### src/rtl/avfcl_pkg.sv
// Shared types and constants for the AVF residency accumulator.
package avfcl_pkg;

   localparam int DURATION_WIDTH = 10;

   // Snapshot fields are sized for the widest supported accumulator/counter;
   // the top slices them down to its own ACC_W / CNT_W.
   localparam int SNAP_ACC_W = 32;
   localparam int SNAP_CNT_W = 16;

   typedef enum logic {
      IDLE = 1'b0,
      RUN  = 1'b1
   } avf_state_e;

   typedef struct packed {
      logic [SNAP_ACC_W-1:0] sum;
      logic [SNAP_ACC_W-1:0] nonace_sum;
      logic [SNAP_CNT_W-1:0] count;
      logic                  sat;
   } avf_snap_t;

endpackage

### src/rtl/ib_avf_accum_sat_accum.sv
// Saturating accumulator with synchronous clear and sticky saturation flag.
// Exposes the next-state sum so a snapshot can include a same-cycle add.
module sat_accum #(
   parameter int W    = 32,
   parameter int IN_W = 10
) (
   input  logic            clk,
   input  logic            reset_n,
   input  logic            clr,
   input  logic            en,
   input  logic [IN_W-1:0] add,
   output logic [W-1:0]    sum_nxt,
   output logic            sat_nxt
);

   logic [W-1:0] sum;
   logic         sat;
   logic [W:0]   wide;

   assign wide = {1'b0, sum} + (W+1)'(add);

   // Clamp to all-ones on carry-out and latch the saturation flag.
   always_comb begin
      sum_nxt = sum;
      sat_nxt = sat;
      if (en) begin
         if (wide[W]) begin
            sum_nxt = '1;
            sat_nxt = 1'b1;
         end else begin
            sum_nxt = wide[W-1:0];
         end
      end
   end

   // Accumulator state; clear has priority over the add.
   always_ff @(posedge clk) begin
      if (!reset_n || clr) begin
         sum <= '0;
         sat <= 1'b0;
      end else begin
         sum <= sum_nxt;
         sat <= sat_nxt;
      end
   end

endmodule

### src/rtl/ib_avf_accum.sv
// Per-epoch ACE residency accumulator feeding the AVF readout.
// Optional feature: define IB_AVF_NONACE_EN to build the non-ACE accumulator;
// otherwise avf_nonace_sum reads 0.
//
// state | meaning
// IDLE  | timer held at 0, pops ignored, waiting for start
// RUN   | timer counts 0..EPOCH_CYCLES-1, snapshot at terminal count or stop
module ib_avf_accum
   import avfcl_pkg::*;
#(
   parameter int DUR_W        = DURATION_WIDTH,
   parameter int ACC_W        = 32,
   parameter int CNT_W        = 16,
   parameter int EPOCH_CYCLES = 4096
) (
   input  logic             clk,
   input  logic             reset_n,
   input  logic             start,
   input  logic             stop,
   input  logic             pop,
   input  logic             ace,
   input  logic             squash,
   input  logic [DUR_W-1:0] ib_duration,
   output logic [ACC_W-1:0] avf_sum,
   output logic [ACC_W-1:0] avf_nonace_sum,
   output logic [CNT_W-1:0] avf_count,
   output logic             avf_sat,
   output logic             avf_valid,
   input  logic             avf_ready,
   output logic             overrun
);

   localparam int TMR_W = (EPOCH_CYCLES > 2) ? $clog2(EPOCH_CYCLES) : 1;
   localparam logic [TMR_W-1:0] TC = TMR_W'(EPOCH_CYCLES - 1);

   avf_state_e       state;
   logic [TMR_W-1:0] timer;
   logic [CNT_W-1:0] cnt;
   logic [CNT_W-1:0] cnt_nxt;
   logic [ACC_W-1:0] acc_nxt;
   logic             acc_sat_nxt;
   logic [ACC_W-1:0] non_nxt;
   logic             running;
   logic             qual;
   logic             snap;
   avf_snap_t        snap_d;
   avf_snap_t        snap_q;

   assign running = (state == RUN);
   assign qual    = running & pop & ~squash & ace;
   assign snap    = running & ((timer == TC) | stop);

   sat_accum #(.W(ACC_W), .IN_W(DUR_W)) u_ace_accum (
      .clk     (clk),
      .reset_n (reset_n),
      .clr     (snap),
      .en      (qual),
      .add     (ib_duration),
      .sum_nxt (acc_nxt),
      .sat_nxt (acc_sat_nxt)
   );

`ifdef IB_AVF_NONACE_EN
   logic unqual;
   logic non_sat_nxt;

   assign unqual = running & pop & (squash | ~ace);

   sat_accum #(.W(ACC_W), .IN_W(DUR_W)) u_nonace_accum (
      .clk     (clk),
      .reset_n (reset_n),
      .clr     (snap),
      .en      (unqual),
      .add     (ib_duration),
      .sum_nxt (non_nxt),
      .sat_nxt (non_sat_nxt)
   );
`else
   assign non_nxt = '0;
`endif

   assign cnt_nxt = (qual && (cnt != '1)) ? cnt + 1'b1 : cnt;

   // Epoch sequencing: timer runs only in RUN and wraps at terminal count.
   always_ff @(posedge clk) begin
      if (!reset_n) begin
         state <= IDLE;
         timer <= '0;
      end else begin
         case (state)
            IDLE: begin
               timer <= '0;
               if (start && !stop) state <= RUN;
            end
            RUN: begin
               if (stop) begin
                  state <= IDLE;
                  timer <= '0;
               end else if (timer == TC) begin
                  timer <= '0;
               end else begin
                  timer <= timer + 1'b1;
               end
            end
            default: begin
               state <= IDLE;
               timer <= '0;
            end
         endcase
      end
   end

   // Saturating ACE pop counter, cleared at each snapshot.
   always_ff @(posedge clk) begin
      if (!reset_n || snap) cnt <= '0;
      else                  cnt <= cnt_nxt;
   end

   // Snapshot payload includes any pop landing in the snapshot cycle.
   always_comb begin
      snap_d            = '0;
      snap_d.sum        = SNAP_ACC_W'(acc_nxt);
      snap_d.nonace_sum = SNAP_ACC_W'(non_nxt);
      snap_d.count      = SNAP_CNT_W'(cnt_nxt);
      snap_d.sat        = acc_sat_nxt;
   end

   // Output snapshot register and valid/ready handshake with sticky overrun.
   always_ff @(posedge clk) begin
      if (!reset_n) begin
         snap_q    <= '0;
         avf_valid <= 1'b0;
         overrun   <= 1'b0;
      end else if (snap) begin
         snap_q    <= snap_d;
         avf_valid <= 1'b1;
         if (avf_valid && !avf_ready) overrun <= 1'b1;
      end else if (avf_ready) begin
         avf_valid <= 1'b0;
      end
   end

   assign avf_sum        = snap_q.sum[ACC_W-1:0];
   assign avf_nonace_sum = snap_q.nonace_sum[ACC_W-1:0];
   assign avf_count      = snap_q.count[CNT_W-1:0];
   assign avf_sat        = snap_q.sat;

endmodule

### config.mk
export PLATFORM = sky130hd
export DESIGN_NAME = ib_avf_accum
export DESIGN_NICKNAME = d
export VERILOG_FILES = /design/src/rtl/avfcl_pkg.sv /design/src/rtl/ib_avf_accum_sat_accum.sv /design/src/rtl/ib_avf_accum.sv
export SDC_FILE = /design/constraint.sdc
export NUM_CORES = 1
export LEC_CHECK = 0
export ABC_AREA = 1
export BUFFER_PORTS_ARGS = -buffer_cell sky130_fd_sc_hd__buf_2
export CAP_MARGIN = 5
export CORE_MARGIN = 2
export CORE_UTILIZATION = 37
export DETAILED_ROUTE_END_ITERATION = 10
export PLACE_DENSITY = 0.55
export SYNTH_ARGS = -nofsm -noshare
export SYNTH_HDL_FRONTEND = slang
export SYNTH_SLANG_ARGS = --single-unit
### constraint.sdc
create_clock -name clk -period 1.95 [get_ports clk]
set_input_delay 0.2925 -clock clk [delete_from_list [all_inputs] [get_ports clk]]
set_output_delay 0.2925 -clock clk [all_outputs]
set_load 0.01 [all_outputs]
==> run_results.csv <==
group,metric,value,unit
outcome,run_status,"completed",
pwr,power,5756,µW
global_routing,antenna_found_initial,0,
synth,synthXorXnorAreaFrac,0.03959,
drt,per_cell_via_count_in_the_routed_design,4.520,
layout,syn2layout_area_growth,29.66,%
timing,timing.final.hold_violations,0,
timing,final_max_slew_viol_count,0,
pwr,power.share.clock,0.540,
die,die_width,131.1,µm
global_routing,number_of_global_route_vias_before_repair,5074,
synth,seq_area_frac_synth,0.3787,
synth,synth_simple_gate_area_frac,0.3802,
setup_path,setup.worst_path.class,"reg2reg",
synth,synth_mux_area_frac,0,
clocking,clkLatencyLatePin,0.42,ns
clocking,worst_setup_hold_path_clk_slew,0.05,ns
drt,drt_iter0_drc,257,
setup_path,worst_path_dominant_cell_family,"adder cells",
setup_path,cp.arrival,2.14,ns
synth,synth-seq-cells,113,
drt,avgRoutedWirePerCell,12.23,µm
clocking,clk_root_buffer_cell,"sky130_fd_sc_hd__clkbuf_16",
pwr,power.share.combinational,0.055,
synth,synth_compound_gate_area_share,0.04189,
layout,post_route_cells_drive_above_1_share,0.2366,
timing,timing.final.crit_period,1.849,ns
setup_path,worstPathMaxFanout,3,
die,core-area,15830,µm²
global_routing,global_route_wire_length_before_repair,23680,µm
synth,synth_area_leader_cell,"sky130_fd_sc_hd__dfxtp_1",
die,initial_core_utilization,0.3774,
setup_path,crit_path_end,"avf_sum[6]",
clocking,cts_made_buffers,17,
setup_path,worst_path_max_delay_cell,"sky130_fd_sc_hd__fa_2",
synth,postSynth.asyncResetShare,0,
setup_path,timing.rr.end,"avf_sum[6]",
setup_path,reg2reg_from,"u_ace_accum.sum[0]",
setup_path,timing.critical_path.buf_inv,1,
pwr,cell_internal_pwr,4507,µW
setup_path,crit_start,"u_ace_accum.sum[0]",
drt,remaining_design_rule_violation_count,0,
die,die-area,17180,µm²
clocking,cts_hold_buffers,0,
pwr,power.share.sequential,0.405,
setup_path,worst_path_largest_cell_delay,0.39,ns
synth,ys.flop_type,"sky130_fd_sc_hd__dfxtp_1",
synth,synth_enable_flop_cells,0,
layout,antenna_cells,0,
placed_design,place.port_buffers,68,
flow_run,maxCapViolCount,0,
setup_path,rrSetupSlack,0.10,ns
setup_path,rr_worst_depth,12,
pwr,total_switching_power,1249,µW
pwr,power.switching_fraction,0.2170,
setup_path,worst-endpoint-required,2.24,ns
layout,design.final.nets,1025,
timing,worst_hold_slack,0.1094,ns
clocking,worst_case_clock_buffer_depth,2,
synth,postSynthAreaPerCell,6.858,µm²
timing,clock-skew-final,0.006404,ns
synth,synth_area_in_adders,0.02849,
synth,yosys_warnings,0,
setup_path,worstSetupEndpointType,"flip-flop",
drt,drt_pre_antenna_iters,5,
placed_design,gp_congestion,0.8397,
clocking,cts_tree,"done",
drt,drtAntennaViolNets,0,
synth,main_combinational_cell_family_by_area_after_synthesis,"simple AND/OR/NAND/NOR gates",
synth,synth.top_cell.area_share,0.3787,
die,placement_row_count,46,
synth,synthesized_instance_count,871,
synth,syn_area,5973,µm²
hold_path,min-delay-path-class,"in2reg",
global_routing,grt_usage,0.1768,
pwr,power-per-cell-area,743.2,nW/µm²
setup_path,crit_path_cell_trace,"ha_4 > fa_2 > nand3_2 > nand2_4 > nand2_2 > nand2_2 > buf_4 > xor2_1 > nor2_1 > nand2_1 > nand2_1 > o21ai_1",
placed_design,worst_setup_slack_after_placement,-0.1590,ns
timing,fmaxAchievable,0.5409,GHz
global_routing,grt_max_degree,47,
synth,largest_cells_by_area_after_synthesis,"sky130_fd_sc_hd__dfxtp_1 38%, sky130_fd_sc_hd__nand2_1 18%, sky130_fd_sc_hd__nor2_1 5.7%",
timing,setup_viol,0,
placed_design,detailed_place_hpwl,10490,µm
global_routing,global_route.overflow_total,0,
clocking,cts.htree.levels,4,
setup_path,critical_path.startpoint_type,"flip-flop",
pwr,peak_vdd_ir,0.0005701,V
clocking,numClockSinks,113,
drt,routed_wirelength,14950,µm
setup_path,critical_path_depth,12,
pwr,power_leakage,0.003715,µW
die,fp.dieH,131.1,µm
timing,layout_worst_path_cycle_share,0.9480,
drt,routed-via-count,5523,
synth,post_synth_num_cell_types,38,
die,top_level_port_count,101,
timing,postLayoutSetupSlackWorst,0.1014,ns
timing,rsz0062_at_grt,"yes",
## cell usage in the layout, fill, tap and decap left out, types with 4 or more instances in the layout
cell and n:
sky130_fd_sc_hd__nand2_1 279, sky130_fd_sc_hd__dfxtp_1 107, sky130_fd_sc_hd__inv_1 88, sky130_fd_sc_hd__nor2_1 88
sky130_fd_sc_hd__buf_2 68, sky130_fd_sc_hd__nand3_1 50, sky130_fd_sc_hd__buf_4 48, sky130_fd_sc_hd__conb_1 32
sky130_fd_sc_hd__xor2_1 21, sky130_fd_sc_hd__clkbuf_16 19, sky130_fd_sc_hd__nand4_1 16, sky130_fd_sc_hd__a21oi_1 15
sky130_fd_sc_hd__o21ai_1 15, sky130_fd_sc_hd__nand3_2 14, sky130_fd_sc_hd__nor3_1 12, sky130_fd_sc_hd__nand2_2 11
sky130_fd_sc_hd__or2_2 10, sky130_fd_sc_hd__o21ai_0 10, sky130_fd_sc_hd__nand3b_1 9, sky130_fd_sc_hd__ha_4 9
sky130_fd_sc_hd__inv_2 7, sky130_fd_sc_hd__and2_1 7, sky130_fd_sc_hd__buf_12 6, sky130_fd_sc_hd__xnor2_1 5
sky130_fd_sc_hd__buf_6 5, sky130_fd_sc_hd__dfxtp_2 5, sky130_fd_sc_hd__nand2_4 4, sky130_fd_sc_hd__clkinvlp_4 4
## flip-flops by register name, indices dropped and copies added (netlist names)
register	count
avf_sum	32
u_ace_accum.sum	32
avf_count	16
cnt	16
timer	12
avf_sat	1
avf_valid	1
overrun	1
running	1
u_ace_accum.sat	1
## cells by family (layout without fill, tap and decap cells)
family | after synthesis | in the layout
flip-flops | 113 | 113
AND/OR/NAND/NOR | 517 | 517
other | 1 | 32
AO/OA/AOI/OAI | 48 | 48
adder cells (fa/ha/maj) | 13 | 13
buffers and inverters | 152 | 256
XOR/XNOR | 27 | 27
## cell type report
| cell class | count | area (µm²) |
|---|---|---|
| clock buffers | 21 | 460.4 |
| well taps | 216 | 270.3 |
| multi-input cells | 637 | 3314 |
| clock inverters | 10 | 135.1 |
| inverters | 96 | 365.4 |
| repair buffers | 129 | 927.1 |
| fillers | 1609 | 8083 |
| flip-flops and latches | 113 | 2272 |
## worst register-to-register path, delay by kind of cell (launching register included)
kind            cells  cell delay (ns)
fa+ha+maj           2             0.55
xor+xnor            1             0.13
buf+inv             1             0.13
simple gates        7             0.53
flops               1             0.33
compound gates      1             0.05
## worst min path at each step
stage	from	end	slack, ns	cells past startpoint
after floorplan	reset_n	avf_count[4]	0.39	2
after global placement	avf_sum[12]	avf_sum[12]	0.43	2
after detailed placement	avf_sum[18]	avf_sum[18]	0.44	2
after CTS	start	running	0.1	3
after global routing	start	running	0.12	3
final	start	running	0.11	3
## layer usage
metal | track usage | share of wire
met2 | 0.2941 | 0.47
met5 | 0 | 0
met1 | 0.2244 | 0.47
met3 | 0.04708 | 0.050
met4 | 0.05507 | 0.015
## power groups by stage
| stage | Combinational [µW] | Clock (µW) | Sequential [µW] |
|---|---|---|---|
| final | 315 | 3110 | 2330 |
| after global routing | 352 | 3280 | 2330 |
| after global placement | 260 | 0 | 2380 |
| after detailed placement | 260 | 0 | 2380 |
| after CTS | 262 | 3170 | 2330 |
| after floorplan | 211 | 0 | 2380 |
## metrics by stage
step	util	instance area (µm²)	cells	setup TNS (ns)
2_1_floorplan	-	6092	902	0
3_3_place_gp	0.4255	6734	1182	-6.238
3_5_place_dp	0.4255	6734	1182	-6.375
4_1_cts	0.4656	7370	1216	0
5_1_grt	0.4893	7745	1222	-0.1465
6_report	0.4893	7745	1222	0
## Yosys cell counts (3+ instances only)
library cell / instances
sky130_fd_sc_hd__and2_1: 7
sky130_fd_sc_hd__o21ai_1: 12
sky130_fd_sc_hd__buf_2: 16
sky130_fd_sc_hd__nand4_1: 16
sky130_fd_sc_hd__o21ai_0: 13
sky130_fd_sc_hd__ha_1: 12
sky130_fd_sc_hd__xor2_1: 21
sky130_fd_sc_hd__nand3_2: 3
sky130_fd_sc_hd__nand2_1: 289
sky130_fd_sc_hd__inv_1: 89
sky130_fd_sc_hd__buf_6: 3
sky130_fd_sc_hd__a21oi_1: 18
sky130_fd_sc_hd__nor2_1: 91
sky130_fd_sc_hd__nand3_1: 63
sky130_fd_sc_hd__dfxtp_1: 113
sky130_fd_sc_hd__nor3_1: 13
sky130_fd_sc_hd__xnor2_1: 6
sky130_fd_sc_hd__inv_2: 7
sky130_fd_sc_hd__nand2_2: 4
sky130_fd_sc_hd__nand3b_1: 9
sky130_fd_sc_hd__or2_2: 10
sky130_fd_sc_hd__buf_4: 34
## timing repair
item	in CTS	in global routing
resized for setup	5	63
endpoints found under the setup margin	45	109
cloned	0	4
pin swaps	2	18
setup buffers	3	2
(Power assumes the default switching activity.)
